### config.mk
export PLATFORM = sky130hd
export DESIGN_NAME = pipe_stage_reg
export DESIGN_NICKNAME = d
export VERILOG_FILES = /design/src/rtl/pipe_stage_reg_pkg.sv /design/src/rtl/pipe_stage_reg_slot.sv /design/src/rtl/pipe_stage_reg.sv
export SDC_FILE = /design/constraint.sdc
export NUM_CORES = 1
export LEC_CHECK = 0
export CAP_MARGIN = 20
export CORE_MARGIN = 2
export CORE_UTILIZATION = 30
export CTS_BUF_LIST = sky130_fd_sc_hd__clkbuf_16
export CTS_CLUSTER_DIAMETER = 100
export DETAILED_ROUTE_END_ITERATION = 7
export GPL_TIMING_DRIVEN = 0
export PLACE_DENSITY = 0.62
export SYNTH_ARGS = -nofsm -noshare
export SYNTH_HDL_FRONTEND = slang
export SYNTH_SLANG_ARGS = --single-unit
export TNS_END_PERCENT = 1
### constraint.sdc
create_clock -name clk -period 2 [get_ports clk]
set_clock_uncertainty 0.1 [all_clocks]
set_input_delay 0.5 -clock clk [delete_from_list [all_inputs] [get_ports clk]]
set_output_delay 0.5 -clock clk [all_outputs]
set_load 0.02 [all_outputs]
### src/rtl/pipe_stage_reg_pkg.sv
// Shared types and defaults for the inter-stage pipeline register.
package pipe_stage_reg_pkg;

  localparam int unsigned PSR_PC_W    = 32;
  localparam int unsigned PSR_DATA_W  = 32;
  localparam int unsigned PSR_EXC_W   = 5;
  localparam int unsigned PSR_STALL_W = 16;

  localparam logic [31:0] EXC_HANDLER_PC = 32'h0000_4180;

  typedef enum logic [1:0] {
    PSR_EMPTY = 2'd0,
    PSR_ONE   = 2'd1,
    PSR_TWO   = 2'd2
  } psr_state_e;

endpackage

### src/rtl/pipe_stage_reg_slot.sv
// One pipeline entry register with inject (bubble), clear and load controls.
module pipe_slot
  import pipe_stage_reg_pkg::*;
#(
  parameter int unsigned     PC_W       = PSR_PC_W,
  parameter int unsigned     DATA_W     = PSR_DATA_W,
  parameter int unsigned     EXC_W      = PSR_EXC_W,
  parameter logic [PC_W-1:0] HANDLER_PC = PC_W'(EXC_HANDLER_PC)
) (
  input  logic              clk,
  input  logic              reset,
  input  logic              inject,
  input  logic              clear,
  input  logic              load,
  input  logic [PC_W-1:0]   d_pc,
  input  logic [DATA_W-1:0] d_data,
  input  logic              d_dslot,
  input  logic [EXC_W-1:0]  d_exc,
  input  logic              d_bubble,
  output logic              valid,
  output logic [PC_W-1:0]   pc,
  output logic [DATA_W-1:0] data,
  output logic              dslot,
  output logic [EXC_W-1:0]  exc,
  output logic              bubble
);

  // inject > clear > load
  always_ff @(posedge clk or negedge reset) begin
    if (!reset) begin
      valid  <= 1'b0;
      pc     <= '0;
      data   <= '0;
      dslot  <= 1'b0;
      exc    <= '0;
      bubble <= 1'b0;
    end else if (inject) begin
      valid  <= 1'b1;
      pc     <= HANDLER_PC;
      data   <= '0;
      dslot  <= 1'b0;
      exc    <= '0;
      bubble <= 1'b1;
    end else if (clear) begin
      valid  <= 1'b0;
      pc     <= '0;
      data   <= '0;
      dslot  <= 1'b0;
      exc    <= '0;
      bubble <= 1'b0;
    end else if (load) begin
      valid  <= 1'b1;
      pc     <= d_pc;
      data   <= d_data;
      dslot  <= d_dslot;
      exc    <= d_exc;
      bubble <= d_bubble;
    end
  end

endmodule

### src/rtl/pipe_stage_reg.sv
// Inter-stage pipeline register: valid/ready handshake, optional skid entry,
// flush, exception-bubble injection and a saturating stall counter.
module pipe_stage_reg
  import pipe_stage_reg_pkg::*;
#(
  parameter int unsigned     PC_W       = PSR_PC_W,
  parameter int unsigned     DATA_W     = PSR_DATA_W,
  parameter int unsigned     EXC_W      = PSR_EXC_W,
  parameter logic [PC_W-1:0] HANDLER_PC = PC_W'(EXC_HANDLER_PC),
  parameter int unsigned     SKID       = 1,
  parameter int unsigned     STALL_W    = PSR_STALL_W
) (
  input  logic               clk,
  input  logic               reset,
  input  logic               flush,
  input  logic               req,
  input  logic               in_valid,
  output logic               in_ready,
  input  logic [PC_W-1:0]    in_pc,
  input  logic [DATA_W-1:0]  in_data,
  input  logic               in_dslot,
  input  logic [EXC_W-1:0]   in_exc,
  output logic               out_valid,
  input  logic               out_ready,
  output logic [PC_W-1:0]    out_pc,
  output logic [DATA_W-1:0]  out_data,
  output logic               out_dslot,
  output logic [EXC_W-1:0]   out_exc,
  output logic               out_bubble,
  output logic [STALL_W-1:0] stall_cnt
);

  psr_state_e state, state_nxt;

  logic main_load, main_clear, main_inject, main_from_skid;
  logic skid_load, skid_clear;
  logic xfer_in, xfer_out;

  logic              skid_valid;
  logic [PC_W-1:0]   skid_pc;
  logic [DATA_W-1:0] skid_data;
  logic              skid_dslot;
  logic [EXC_W-1:0]  skid_exc;
  logic              skid_bubble;

  assign xfer_in  = in_valid & in_ready;
  assign xfer_out = out_valid & out_ready;

  always_ff @(posedge clk or negedge reset) begin
    if (!reset) state <= PSR_EMPTY;
    else        state <= state_nxt;
  end

  // Next state and slot controls; req beats flush beats handshake.
  always_comb begin
    state_nxt      = state;
    main_load      = 1'b0;
    main_clear     = 1'b0;
    main_inject    = 1'b0;
    main_from_skid = 1'b0;
    skid_load      = 1'b0;
    skid_clear     = 1'b0;
    if (req) begin
      state_nxt   = PSR_ONE;
      main_inject = 1'b1;
      skid_clear  = 1'b1;
    end else if (flush) begin
      state_nxt  = PSR_EMPTY;
      main_clear = 1'b1;
      skid_clear = 1'b1;
    end else begin
      unique case (state)
        PSR_EMPTY: begin
          if (xfer_in) begin
            state_nxt = PSR_ONE;
            main_load = 1'b1;
          end
        end
        PSR_ONE: begin
          if (xfer_out && xfer_in) begin
            main_load = 1'b1;
          end else if (xfer_out) begin
            state_nxt  = PSR_EMPTY;
            main_clear = 1'b1;
          end else if (xfer_in && SKID != 0) begin
            state_nxt = PSR_TWO;
            skid_load = 1'b1;
          end
        end
        PSR_TWO: begin
          if (xfer_out) begin
            state_nxt      = PSR_ONE;
            main_load      = 1'b1;
            main_from_skid = 1'b1;
            skid_clear     = 1'b1;
          end
        end
        default: state_nxt = PSR_EMPTY;
      endcase
    end
  end

  pipe_slot #(
    .PC_W(PC_W), .DATA_W(DATA_W), .EXC_W(EXC_W), .HANDLER_PC(HANDLER_PC)
  ) u_main (
    .clk      (clk),
    .reset    (reset),
    .inject   (main_inject),
    .clear    (main_clear),
    .load     (main_load),
    .d_pc     (main_from_skid ? skid_pc     : in_pc),
    .d_data   (main_from_skid ? skid_data   : in_data),
    .d_dslot  (main_from_skid ? skid_dslot  : in_dslot),
    .d_exc    (main_from_skid ? skid_exc    : in_exc),
    .d_bubble (main_from_skid ? skid_bubble : 1'b0),
    .valid    (out_valid),
    .pc       (out_pc),
    .data     (out_data),
    .dslot    (out_dslot),
    .exc      (out_exc),
    .bubble   (out_bubble)
  );

  if (SKID != 0) begin : g_skid
    pipe_slot #(
      .PC_W(PC_W), .DATA_W(DATA_W), .EXC_W(EXC_W), .HANDLER_PC(HANDLER_PC)
    ) u_skid (
      .clk      (clk),
      .reset    (reset),
      .inject   (1'b0),
      .clear    (skid_clear),
      .load     (skid_load),
      .d_pc     (in_pc),
      .d_data   (in_data),
      .d_dslot  (in_dslot),
      .d_exc    (in_exc),
      .d_bubble (1'b0),
      .valid    (skid_valid),
      .pc       (skid_pc),
      .data     (skid_data),
      .dslot    (skid_dslot),
      .exc      (skid_exc),
      .bubble   (skid_bubble)
    );
    // Straight off the skid valid flop, so never a function of out_ready.
    assign in_ready = ~skid_valid;
  end else begin : g_noskid
    assign skid_valid  = 1'b0;
    assign skid_pc     = '0;
    assign skid_data   = '0;
    assign skid_dslot  = 1'b0;
    assign skid_exc    = '0;
    assign skid_bubble = 1'b0;
    assign in_ready    = ~out_valid | out_ready | skid_valid;
  end

  // Saturating count of back-pressured cycles; only reset clears it.
  always_ff @(posedge clk or negedge reset) begin
    if (!reset)
      stall_cnt <= '0;
    else if (out_valid && !out_ready && stall_cnt != '1)
      stall_cnt <= stall_cnt + STALL_W'(1);
  end

endmodule

==> results of run 1 <==
[metrics by stage]
step	setup WS [ns]	utilization
after floorplan	0.02022	-
after detailed placement	-1.204	0.4012
final	0.05915	0.4410
after CTS	-0.03601	0.4323
after global routing	-0.03245	0.4410
after global placement	-6.003	0.3993
[critical path: stages]
cell and delay (ns):
dlygate4sd2_1 0.29, or2_1 0.26, buf_6 0.15, nor3_4 0.15, buf_6 0.15, mux2_4 0.30, a221o_1 0.34
[sequential cells by signal, summed over array words and instances (netlist names)]
name	flops
g_skid.u_skid.dslot	1
g_skid.u_skid.valid	1
u_main.bubble	1
u_main.pc	32
u_main.data	32
g_skid.u_skid.exc	5
g_skid.u_skid.data	32
u_main.valid	1
u_main.dslot	1
state	2
g_skid.u_skid.pc	32
u_main.exc	5
stall_cnt	16
[worst paths after layout]
path                                  from               to  slack [ns]  cells past startpoint
max                                    req    u_main.pc[14]        0.06                      7
min                                  flush     u_main.valid        0.38                      2
max reg2reg                       state[1]   u_main.data[8]        0.07                      6
min reg2reg                u_main.data[28]  u_main.data[28]        0.38                      1
max in group asynchronous            reset  u_main.data[31]        0.36                      3
min in group asynchronous            reset     stall_cnt[7]        0.56                      2
[power groups by stage]
stage               clock network, W  logic, W  registers, W
detailed placement                 0   0.00108       0.00362
floorplan                          0  0.000333       0.00373
finish                       0.00318   0.00104       0.00356
CTS                          0.00325   0.00104       0.00356
global placement                   0   0.00105       0.00361
global route                 0.00343   0.00114       0.00358
[kinds of logic (layout without fill, tap and decap cells)]
kind of cell             count (synthesis)  in the layout
adder cells (fa/ha/maj)                  1              1
XOR/XNOR                                 9              9
flip-flops                             161            161
AO/OA/AOI/OAI                          158            158
buffers and inverters                   40            252
multiplexers                            75             75
AND/OR/NAND/NOR                         60             60
[placed cells by master (no fill, tap or decap), drive strengths merged, types with 3 or more instances in the layout]
master / netlist / routed
o21ai: 3 / 3
dlygate4sd2: 0 / 72
xnor2: 6 / 6
nor3b: 3 / 3
a21oi: 5 / 5
o2bb2ai: 67 / 67
xor2: 3 / 3
and3: 4 / 4
dfrtp: 161 / 161
a22o: 70 / 70
nor3: 6 / 6
nand4: 7 / 7
nor2: 8 / 8
clkbuf: 15 / 32
inv: 4 / 6
clkdlybuf4s50: 0 / 70
dlymetal6s2s: 0 / 21
mux2: 7 / 7
a221o: 3 / 3
nand2: 13 / 13
mux2i: 68 / 68
nand3: 7 / 7
clkinv: 0 / 9
buf: 21 / 37
[routing by layer]
layer | up-vias | global-route usage | share of wire | routed length (µm)
met1 | 2586 | 0.2153 | 0.46 | 8602
met3 | 21 | 0.04707 | 0.056 | 1057
met5 | - | 0 | 0 | 0
met2 | 142 | 0.2505 | 0.47 | 8810
li1 | 2343 | - | - | -
met4 | 0 | 0.04497 | 0.014 | 255
[final cells by class]
cell class | instances | area, µm² | share of cell area
timing repair buffer | 180 | 1755 | 0.1813
inverter | 4 | 15.01 | 0.001550
clock buffer | 17 | 425.4 | 0.04393
buffer | 36 | 297.8 | 0.03075
tap | 280 | 350.3 | 0.03618
sequential | 161 | 4033 | 0.4164
clock inverter | 15 | 145.1 | 0.01499
multi-input combinational | 303 | 2663 | 0.2749
[timing repair]
item                                   CTS  global route
hold buffers                             1             0
gates cloned                             0             0
endpoints found under the hold margin    1             0
gates resized for setup                116            43
setup buffers                            8             5
setup endpoints to repair              211           152
pin swaps                                4             4
==> results.md, run 1 <==
- Period utilization: 0.9704
- Final min period: 1.941 ns
- Sequential Power Share: 0.458
- H-tree Lvls: 4
- P_leak: 4.725 nW
- Fillers: 2020
- Number of synthesized flops with an enable pin: 0
- Post-synthesis adder-cell area fraction: 0.001847
- RSZ-0062 raised after global routing: yes
- Post-synth ARST share: 1.000
- Hpwl dp: 12670 µm
- Reg clk slew, reported paths: 0.06 ns
- Max-slew headroom: 0.5521
- WP data required: 2.20 ns
- Mux cell area share after synthesis: 0.1121
- CTS max path bufs: 2
- Worst hold path class: in -> reg
- GR Util All Layers: 0.1593
- Yosys top cell by area: dfrtp_1
- Largest net degree at the start of global routing: 92
- Status: finished clean
- Later-pin clock latency in the skew report: 0.42 ns
- Yosys warning count: 0
- Yosys top cell area share: 0.5949
- Slew Limit Fails: 0
- Post-DRT Antenna Nets: 0
- Layout cells sized above 1: 0.1466
- Dominant synthesized flop cell: dfrtp_1
- Main combinational cell family by area after synthesis: compound AO/OA/AOI/OAI gates
- Inst Count DP: 950
- Crit. End Element: flip-flop
- Post-DP Area: 8810 µm²
- Post-synthesis cell type count: 44
- Vias per std cell: 5.112
- Routed wire length: 18730 µm
- Sequential area share after synthesis: 0.5949
- CP Class: in -> reg
- Syn nets: 581
- Clock root buffer: clkbuf_16
- Die Wd: 154.3 µm
- Hold Fails Final Rpt: 0
- First-pass GRT wire length: 30040 µm
- Final net count: 780
- Area of the mapped netlist: 6773 µm²
- Max-cap violation count: 0
- CP Max Fanout: 7
- Total global routing overflow: 0
- Synth Area in Simple Gates: 0.04951
- Initial DRC count: 162
- Max Fclk: 0.5152 GHz
- P_sw: 0.002076 W
- Post-route setup TNS: 0 ns
- Starting Density: 0.3084
- Sink Count: 161
- Complex-gate fraction of the synthesized area: 0.1993
- Core area: 21960 µm²
- Synth area leaders: dfrtp_1, mux2i_1, a22o_1, o2bb2ai_1, mux2_2
- Drc violations: 0
- Vias in the first global route: 5416
- Mapped Cells: 504
- # setup viols final: 0
- I/O Buffers: 164
- PD cells: 803.7 nW/µm²
- Cell Rows: 54
- Critical Path AT: 2.14 ns
- Startpoint class of the critical path: primary input
- Synth top cells by count: dfrtp_1, a22o_1, mux2i_1
- Diodes inserted: 0
- Logic pwr share: 0.134
- TritonCTS clock tree: built
- TritonCTS buffer count: 17
- WHS: 0.3802 ns
- Total Power: 0.007783 W
- Clock share of power: 0.409
- Synth Register Bits: 161
- DR pass1 iterations: 4
- # IOs: 165
- Worst vdd ir: 0.4816 mV
- Actual slew at the worst max-slew pin: 0.6719 ns
- Die height: 154.3 µm
- WL/cell: 18.80 µm
- Layout Cells excl Fill: 996
- Die area: 23790 µm²
- Mapped Avg Cell Area: 13.44 µm²
- Initial antenna violation count: 0
- Fin area: 9684 µm²
- Xor and xnor area share after synthesis: 0.01164
- DR vias: 5092
- Most common cell in the netlist: dfrtp_1
- Internal: 0.005707 W
- GPL Wtd Cong: 0.7838
- Syn-to-layout area delta: 42.99%
- Sw Ratio: 0.2668
Power figures use the tool's default switching activity.
==> inputs of run 2 (changes only) <==
- CORE_MARGIN: 2 -> 3
==> run 2 against run 1 <==
Effect of this change:
- the flow now finishes with violations (negative hold slack)
- global-route usage down 0.47 points
- sequential power about the same
- maximum frequency down 0.89%
- total power up 1.3%
- sequential share of layout area about the same
- critical endpoint unchanged
- largest power group unchanged
==> results.md, run 2 (synthesis gave the netlist of run 1 again) <==
- # IOs: 165
- Post-DP Area: 8810 µm²
- Highest-count cells in the layout ignoring fill and taps: dfrtp_1, dlygate4sd2_1, a22o_1, clkdlybuf4s50_1, mux2i_1
- Post-DRT Antenna Nets: 0
- CP Class: in -> reg
- Crit. End Element: flip-flop
- Worst flop-to-flop path endpoint: u_main.data[22]
- WL/cell: 18.84 µm
- Slew Limit Fails: 0
- Commonest non-fill, non-tap cell in the layout: dfrtp_1
- CTS max path bufs: 2
- Later-pin clock latency in the skew report: 0.41 ns
- Die area: 24410 µm²
- Worst r2r src: state[1]
- GR Util All Layers: 0.1546
- Hpwl dp: 12720 µm
- H-tree Lvls: 4
- Startpoint class of the critical path: primary input
- Vias per std cell: 5.138
- Layout Cells excl Fill: 999
- Cell Rows: 54
- Max-cap violation count: 0
- Max-slew headroom: 0.5141
- Violated checks: negative hold slack
- RSZ-0062 raised after global routing: yes
- Worst hold path class: in -> async
- Drc violations: 0
- Reg2reg path depth: 7
- Layout Utilization: 0.4394
- Reg-to-reg slack, setup: 0.04 ns
- First-pass GRT wire length: 30190 µm
- Die Wd: 156.3 µm
- Total Power: 0.007887 W
- Inst Count DP: 950
- I/O Buffers: 164
- WP data required: 2.20 ns
- Vias in the first global route: 5465
- PD cells: 814.8 nW/µm²
- Hold Fails Final Rpt: 4
- CP Cell Sequence: clkdlybuf4s15_2 -> or2_1 -> buf_6 -> nor3_4 -> buf_6 -> mux2_4 -> a221o_1
- GPL Wtd Cong: 0.7969
- Core area: 22030 µm²
- Routed wire length: 18820 µm
- Cell family with the largest share of critical-path delay: buffers and inverters
- Most frequent CP cell: buf_6
- Final net count: 783
- Total global routing overflow: 0
- Layout cells sized above 1: 0.1599
- Actual slew at the worst max-slew pin: 0.7288 ns
- Slowest CP cell: a221o_1
- P_leak: 4.536 nW
- WHS: -0.01474 ns
- CP Max Fanout: 7
- Syn-to-layout area delta: 42.92%
- # setup viols final: 0
- DR pass1 iterations: 4
- Initial antenna violation count: 0
- Fin area: 9679 µm²
- TritonCTS clock tree: built
- Period utilization: 0.9791
- Diodes inserted: 0
- Critical path's largest stage delay: 0.33 ns
- Initial DRC count: 207
- Die height: 156.3 µm
- Clock root buffer: clkbuf_16
- Max Fclk: 0.5106 GHz
- Status: finished, violations left
- Largest net degree at the start of global routing: 88
- Critical Path AT: 2.16 ns
- TritonCTS buffer count: 17
- Final min period: 1.958 ns
- Worst vdd ir: 0.3981 mV
- Buf/Inv on CP: 3
- Sink Count: 161
- Reg clk slew, reported paths: 0.07 ns
- Starting Density: 0.3075
- DR vias: 5133
==> run 2: worst register-to-register path, stage by stage (launching register included) <==
cell and delay, ns:
dfrtp_2 0.46, or3b_4 0.45, nor2_4 0.18, nor3_4 0.09
buf_6 0.14, buf_12 0.14, buf_12 0.15, o2bb2ai_2 0.12
==> run 2: layout make-up <==
type                       count  area, µm²
inverter                       4      15.01
tap                          280      350.3
sequential                   161       4033
multi-input combinational    303       2689
fill                        2010      12350
clock inverter                15      158.9
timing repair buffer         183       1732
clock buffer                  17      425.4
buffer                        36      276.5
==> run 2: per-stage QoR <==
stage	setup slack, ns	TNS, ns
after floorplan	0.02022	0
after global placement	-6.016	-1163.06
after detailed placement	-1.192	-144.00
after CTS	-0.02462	-0.07447
after global routing	-0.04370	-0.9945
final	0.04170	0
==> run 2: worst max-delay path by stage <==
stage / start / to / cells after the start
finish: req / u_main.pc[14] / 7
global route: state[1] / g_skid.u_skid.exc[3] / 6
CTS: state[0] / u_main.pc[14] / 5
detailed placement: out_ready / u_main.data[29] / 7
global placement: reset / u_main.data[0] / 1
floorplan: req / u_main.pc[14] / 5
==> run 2: metal layers <==
metal,share of wire,track usage
met5,0,0
met4,0.011,0.04752
met2,0.47,0.2445
met1,0.47,0.2113
met3,0.050,0.03733
==> run 2: repair_timing <==
| item | 4_1_cts | 5_1_grt |
|---|---|---|
| pin swaps | 3 | 6 |
| resized for setup | 132 | 35 |
| hold buffers | 0 | 0 |
| endpoints found under the setup margin | 226 | 136 |
| setup buffers | 8 | 9 |
==> run 2: where the power goes <==
group          switching, W  internal (W)
combinational      0.000586      0.000479
sequential         0.000142       0.00341
clock               0.00141       0.00186
